$ cat src/rtl/game_pkg.sv
// Shared definitions for the game sequencer: state encodings and default tuning values.
// Latency: n/a (definitions only).
// Backpressure: n/a.
package game_pkg;

  typedef enum logic [2:0] {
    ST_IDLE    = 3'd0,
    ST_PLAYING = 3'd1,
    ST_HIT     = 3'd2,
    ST_OVER    = 3'd3,
    ST_WON     = 3'd4
  } state_t;

  localparam int LIVES_W = 2;

  localparam logic [LIVES_W-1:0] LIVES_INIT_DEF = 2'd3;
  localparam logic [7:0]         WIN_LEVEL_DEF  = 8'd10;
  localparam logic [7:0]         HIT_TICKS_DEF  = 8'd60;
  localparam logic [7:0]         FLASH_DIV_DEF  = 8'd8;

endpackage

$ cat src/rtl/game_state_fsm_button_sync_edge.sv
// Two-flop synchroniser for a raw active-low key, plus a one-clk pulse on its falling edge.
// Latency: press is high in the third clk after the key level is first sampled low.
// Backpressure: none; every synchronised press yields exactly one pulse.
//
// Ports:
//   clk    in   system clock
//   rst    in   synchronous active-high reset
//   btn_n  in   raw active-low key, asynchronous to clk
//   press  out  one-clk pulse per key press
module button_sync_edge (
  input  logic clk,
  input  logic rst,
  input  logic btn_n,
  output logic press
);

  logic sync1;
  logic sync2;
  logic prev;

  // Flops reset to the released level so that leaving reset never looks like a press.
  always_ff @(posedge clk) begin
    if (rst) begin
      sync1 <= 1'b1;
      sync2 <= 1'b1;
      prev  <= 1'b1;
    end else begin
      sync1 <= btn_n;
      sync2 <= sync1;
      prev  <= sync2;
    end
  end

  assign press = prev & ~sync2;

endmodule

$ cat src/rtl/game_state_fsm.sv
// Top-level game sequencer: title -> play -> hit-freeze -> game-over/win.
// Latency: run_en is combinational from the state register (0 clk); all other outputs registered.
// Backpressure: none; game_en ticks are consumed as they arrive, start presses every clk.
//
// Ports:
//   clk, rst        system clock, synchronous active-high reset
//   game_en         one-clk slow tick
//   start_btn_n     raw active-low start key
//   collision       collision level from the detector
//   bank_level      banked box count
//   player_height   current player height
//   run_en          gated play tick for the play modules
//   restart_pulse   one-clk pulse on game start
//   game_state      current state encoding
//   lives           remaining lives
//   hit_flash       renderer blink control
//   game_over       high in OVER
//   game_won        high in WON
module game_state_fsm
  import game_pkg::*;
#(
  parameter logic [LIVES_W-1:0] LIVES_INIT = LIVES_INIT_DEF,
  parameter logic [7:0]         WIN_LEVEL  = WIN_LEVEL_DEF,
  parameter logic [7:0]         HIT_TICKS  = HIT_TICKS_DEF,
  parameter logic [7:0]         FLASH_DIV  = FLASH_DIV_DEF
) (
  input  logic               clk,
  input  logic               rst,
  input  logic               game_en,
  input  logic               start_btn_n,
  input  logic               collision,
  input  logic [7:0]         bank_level,
  input  logic [9:0]         player_height,
  output logic               run_en,
  output logic               restart_pulse,
  output logic [2:0]         game_state,
  output logic [LIVES_W-1:0] lives,
  output logic               hit_flash,
  output logic               game_over,
  output logic               game_won
);

  logic start_press;

  button_sync_edge u_start_sync (
    .clk   (clk),
    .rst   (rst),
    .btn_n (start_btn_n),
    .press (start_press)
  );

  state_t             state_q,     state_d;
  logic [LIVES_W-1:0] lives_q,     lives_d;
  logic               armed_q,     armed_d;
  logic [7:0]         timer_q,     timer_d;
  logic [7:0]         flash_cnt_q, flash_cnt_d;
  logic               hit_flash_q, hit_flash_d;
  logic               restart_q,   restart_d;

  always_ff @(posedge clk) begin
    if (rst) begin
      state_q     <= ST_IDLE;
      lives_q     <= '0;
      armed_q     <= 1'b0;
      timer_q     <= 8'd0;
      flash_cnt_q <= 8'd0;
      hit_flash_q <= 1'b0;
      restart_q   <= 1'b0;
    end else begin
      state_q     <= state_d;
      lives_q     <= lives_d;
      armed_q     <= armed_d;
      timer_q     <= timer_d;
      flash_cnt_q <= flash_cnt_d;
      hit_flash_q <= hit_flash_d;
      restart_q   <= restart_d;
    end
  end

  always_comb begin
    state_d     = state_q;
    lives_d     = lives_q;
    armed_d     = armed_q;
    timer_d     = timer_q;
    flash_cnt_d = flash_cnt_q;
    hit_flash_d = hit_flash_q;
    restart_d   = 1'b0;

    unique case (state_q)
      ST_IDLE: begin
        if (start_press) begin
          state_d   = ST_PLAYING;
          lives_d   = LIVES_INIT;
          armed_d   = 1'b0;
          restart_d = 1'b1;
        end
      end

      ST_PLAYING: begin
        if (game_en) begin
          if (bank_level >= WIN_LEVEL) begin
            state_d = ST_WON;
          end else if (player_height == 10'd0) begin
            state_d = ST_OVER;
            lives_d = '0;
          end else if (collision && armed_q) begin
            // Last life (or a degenerate zero) ends the game instead of wrapping.
            if (lives_q < LIVES_W'(2)) begin
              state_d = ST_OVER;
              lives_d = '0;
            end else begin
              state_d     = ST_HIT;
              lives_d     = lives_q - LIVES_W'(1);
              timer_d     = HIT_TICKS;
              flash_cnt_d = 8'd0;
              hit_flash_d = 1'b1;
              armed_d     = 1'b0;
            end
          end else if (!collision) begin
            // Re-arm only once the player is clear, so a lingering overlap costs one life.
            armed_d = 1'b1;
          end
        end
      end

      ST_HIT: begin
        if (game_en) begin
          timer_d = timer_q - 8'd1;
          if (flash_cnt_q + 8'd1 >= FLASH_DIV) begin
            flash_cnt_d = 8'd0;
            hit_flash_d = ~hit_flash_q;
          end else begin
            flash_cnt_d = flash_cnt_q + 8'd1;
          end
          // <= 1 also rescues a zero timer rather than wrapping to 255.
          if (timer_q <= 8'd1) begin
            state_d     = ST_PLAYING;
            timer_d     = 8'd0;
            hit_flash_d = 1'b0;
          end
        end
      end

      ST_OVER, ST_WON: begin
        if (start_press) begin
          state_d = ST_IDLE;
        end
      end

      default: begin
        state_d = ST_IDLE;
      end
    endcase
  end

  assign run_en        = game_en && (state_q == ST_PLAYING);
  assign restart_pulse = restart_q;
  assign game_state    = state_q;
  assign lives         = lives_q;
  assign hit_flash     = hit_flash_q;
  assign game_over     = (state_q == ST_OVER);
  assign game_won      = (state_q == ST_WON);

endmodule

$ cat config.mk
export PLATFORM = sky130hd
export DESIGN_NAME = game_state_fsm
export DESIGN_NICKNAME = d
export VERILOG_FILES = /design/src/rtl/game_pkg.sv /design/src/rtl/game_state_fsm_button_sync_edge.sv /design/src/rtl/game_state_fsm.sv
export SDC_FILE = /design/constraint.sdc
export NUM_CORES = 1
export LEC_CHECK = 0
export CAP_MARGIN = 20
export CORE_UTILIZATION = 30
export CTS_CLUSTER_SIZE = 20
export DETAILED_ROUTE_END_ITERATION = 16
export PLACE_DENSITY = 0.59
export REMOVE_ABC_BUFFERS = 1
export SLEW_MARGIN = 0
export SYNTH_ARGS = -nofsm -noshare
export SYNTH_HDL_FRONTEND = slang
export SYNTH_HIERARCHICAL = 1
export SYNTH_SLANG_ARGS = --single-unit
export TNS_END_PERCENT = 20
$ cat constraint.sdc
create_clock -name clk -period 1.6 [get_ports clk]
set_input_delay 0.32 -clock clk [delete_from_list [all_inputs] [get_ports clk]]
set_output_delay 0.32 -clock clk [all_outputs]
set_load 0.02 [all_outputs]
==> results.cfg <==
[global_route]
grt_pass1_vias = 1717
grtUsageTotal_pct = 17.87
grt_antenna_before_repair = 0
grt_pass1_wl_um = 7452
grt-ovfl-total = 0
grt_max_degree = 17

[die]
start_util_pct = 31.79
die-area_mm2 = 0.005360
fp.dieW_um = 73.22
rows = 25
die_h_um = 73.22
pin_count = 33
core-area_mm2 = 0.004786

[setup_path]
cp.arrival_ps = 1860
worstReg2RegEnd = hit_flash
cp.required_ps = 1810
reg2reg_slack_ps = -50
ff2ff_path_depth = 6
crit_type = register to register
timing.rr.start = timer_q[4]
crit_path_max_fanout = 4
critical_path.endpoint_type = register
startpoint_type = register

[hold_path]
worst_hold_startpoint = u_start_sync/sync1
whs_path_depth = 1
hold_end = u_start_sync/sync2
worstHoldPathType = register to register

[status]
status = complete, but fails checks
violations = setup timing

[finish]
nNetsFinal = 306
antenna-diode-count = 0
design_area_mm2 = 0.002646
drive_above_1_share_pct = 44.09
num-fill-cells = 443
utilization_pct = 55.29
area_growth_pct = 73.93

[place]
place.gp.congestion = 0.8324
placed_area_mm2 = 0.002328
port-buffer-count = 31
dp_hpwl_um = 3232
pre_cts_ws_ps = -522.7

[route]
vias = 1739
dr.max_layer_used = met4
dr.pass1.iters = 4
wirelength_um = 4536
wl_met2_um = 2226
ant_nets = 0
drc = 0
met3_length_um = 150
drt-wirelength-per-cell_um = 13.11
drt_iter0_markers = 77
routed_via_density = 5.026
wl_met1_um = 2068

[cts]
cts_tree = yes
cts.htree.levels = 1
clock_sinks = 27
clockBufferDepth = 2
clock_latency_ps = 270
path_clk_slew_ps = 100
clockRootBuffer = clkbuf_8
cts_buffers = 3

[synthesis]
synth-async-reset-ratio_pct = 0
synth-edff-count = 0
synth.area.mux_share_pct = 1.974
synth_compound_area_share_pct = 21.96
dominantRegCellSynth = dfxtp_1
synth-adder-area-share_pct = 2.467
synth_simple_gate_area_share_pct = 33.39
synth.distinct_cells = 48
netlist_area_mm2 = 0.001521
synth_seq_area_share_pct = 35.53
postSynthAreaPerCell_um2 = 8.180
synthCells = 186
synth_xor_area_share_pct = 0.5757
synth_top_family_by_area = simple AND/OR/NAND/NOR gates
synth-seq-cells = 27
yosysWarnings = 6

[sta]
setup_ws_ps = -52.49
hold_viol = 0
rsz0062_at_grt = yes
worst_slew_pin_slew_ps = 325.5
slew_violations = 0
min_period_ps = 1652
worst_hold_slack_ps = 416.4
max_slew_margin_pct = 78.28
setup_viol = 12
fmax_ghz = 0.6051
period_share_pct = 103.3
clock_skew_ps = 6.041

[run]
max-cap-violations = 0

[power]
powerDensity_mw_per_mm2 = 579.4
p_leak_nw = 1.129
max-vdd-ir-drop_mv = 0.3442
==> cells in the mapped netlist, types with 2 or more instances <==
library cell | instances | area [µm²]
buf_6 | 2 | 22.52
mux2i_1 | 3 | 30.03
nand2_1 | 12 | 45.04
a211oi_1 | 2 | 15.01
buf_2 | 2 | 10.01
and3_1 | 7 | 43.79
nand3_1 | 9 | 45.04
inv_1 | 6 | 22.52
nand2b_1 | 7 | 43.79
ha_1 | 3 | 37.54
or2_1 | 3 | 18.77
nor3_1 | 7 | 35.03
or4_1 | 2 | 15.01
clkbuf_1 | 2 | 7.510
nand4_1 | 3 | 18.77
dfxtp_1 | 27 | 540.5
nor4_2 | 4 | 50.05
o21a_1 | 2 | 15.01
or3_1 | 3 | 18.77
a31o_2 | 2 | 17.52
a31oi_1 | 5 | 31.28
a21oi_1 | 16 | 80.08
nor2_1 | 19 | 71.32
o21ai_0 | 11 | 55.05
and2_1 | 4 | 25.02
==> cell families (layout without fill, tap and decap cells) <==
group                      count (synthesis)  count (layout)
adders and majority gates                  3               3
muxes                                      3               3
AOI/OAI and AO/OA                         51              51
xor gates and xnor gates                   1               1
and+or+nand+nor                           89              89
buffers and inverters                     12             105
DFF                                       27              27
==> worst max path at each step <==
stage,startpoint,endpoint,slack [ps]
after floorplan,game_state[0],lives[0],-350
after global placement,player_height[7],lives[0],-490
after detailed placement,player_height[7],lives[0],-520
after CTS,game_state[2],timer_q[3],-120
after global routing,timer_q[1],hit_flash,-150
final,timer_q[4],hit_flash,-50
==> per-stage QoR <==
step           power (mW)  setup TNS (ps)  cells
2_1_floorplan      0.8646           -3393    180
3_3_place_gp        1.087           -9351    335
3_5_place_dp        1.090          -10070    335
4_1_cts             1.500          -358.9    344
5_1_grt             1.625           -1750    346
6_report            1.533          -349.6    346
==> routing by layer <==
layer  up-vias  track usage [%]
met3         8            2.486
met1       813            22.27
li1        878                -
met2        40            31.28
met5         -                0
met4         0            6.318
==> sequential cells by signal, indices dropped and copies added (netlist names) <==
register            cells
armed_q                 1
restart_pulse           1
lives                   2
u_start_sync/sync1      1
timer_q                 8
flash_cnt_q             8
game_state              3
u_start_sync/prev       1
u_start_sync/sync2      1
hit_flash               1
==> cell usage in the layout (no fill, tap or decap), types with 3 or more instances in the layout <==
cell,n
buf_4,55
dfxtp_1,20
nor2_1,14
a21oi_1,14
dlygate4sd2_1,12
nand2_1,11
clkdlybuf4s50_1,10
buf_6,10
dfxtp_2,7
o21ai_1,6
nor3_1,6
and3_1,6
nand2b_1,5
nand3_1,5
a31oi_1,5
o21ai_0,5
and2_4,4
inv_2,3
nor2_2,3
nor4_4,3
inv_1,3
nand4_1,3
mux2i_1,3
clkbuf_8,3
clkdlybuf4s15_1,3
or2_1,3
==> final cells by class <==
type,instances,area [µm²],share of cell area (%)
multi-input combinational,147,1120,42.32
sequential,27,549.3,20.76
inverter,6,22.52,0.8511
clock inverter,1,7.507,0.2837
timing repair buffer,95,822.0,31.06
clock buffer,3,41.29,1.560
tap,67,83.83,3.168
==> worst max-delay path, cell delays in order (launching register included) <==
cell	delay, ps
dfxtp_1	330
or3_4	430
nor3_4	280
buf_4	150
nor2_1	40
a21oi_2	170
mux2i_1	190
==> power by group <==
group,internal (mW),leakage (nW),total [mW],switching [mW]
clock network,0.177,0.0217,0.398,0.221
logic,0.240,0.885,0.434,0.195
registers,0.690,0.222,0.701,0.0115
total,1.11,1.13,1.53,0.427
==> timing repair <==
| item | 4_1_cts | 5_1_grt |
|---|---|---|
| hold buffers | 0 | 0 |
| setup endpoints to repair | 29 | 28 |
| pin swaps | 15 | 20 |
| gates resized for setup | 58 | 48 |
| buffers inserted | 5 | 3 |
Power figures use the tool's default switching activity.
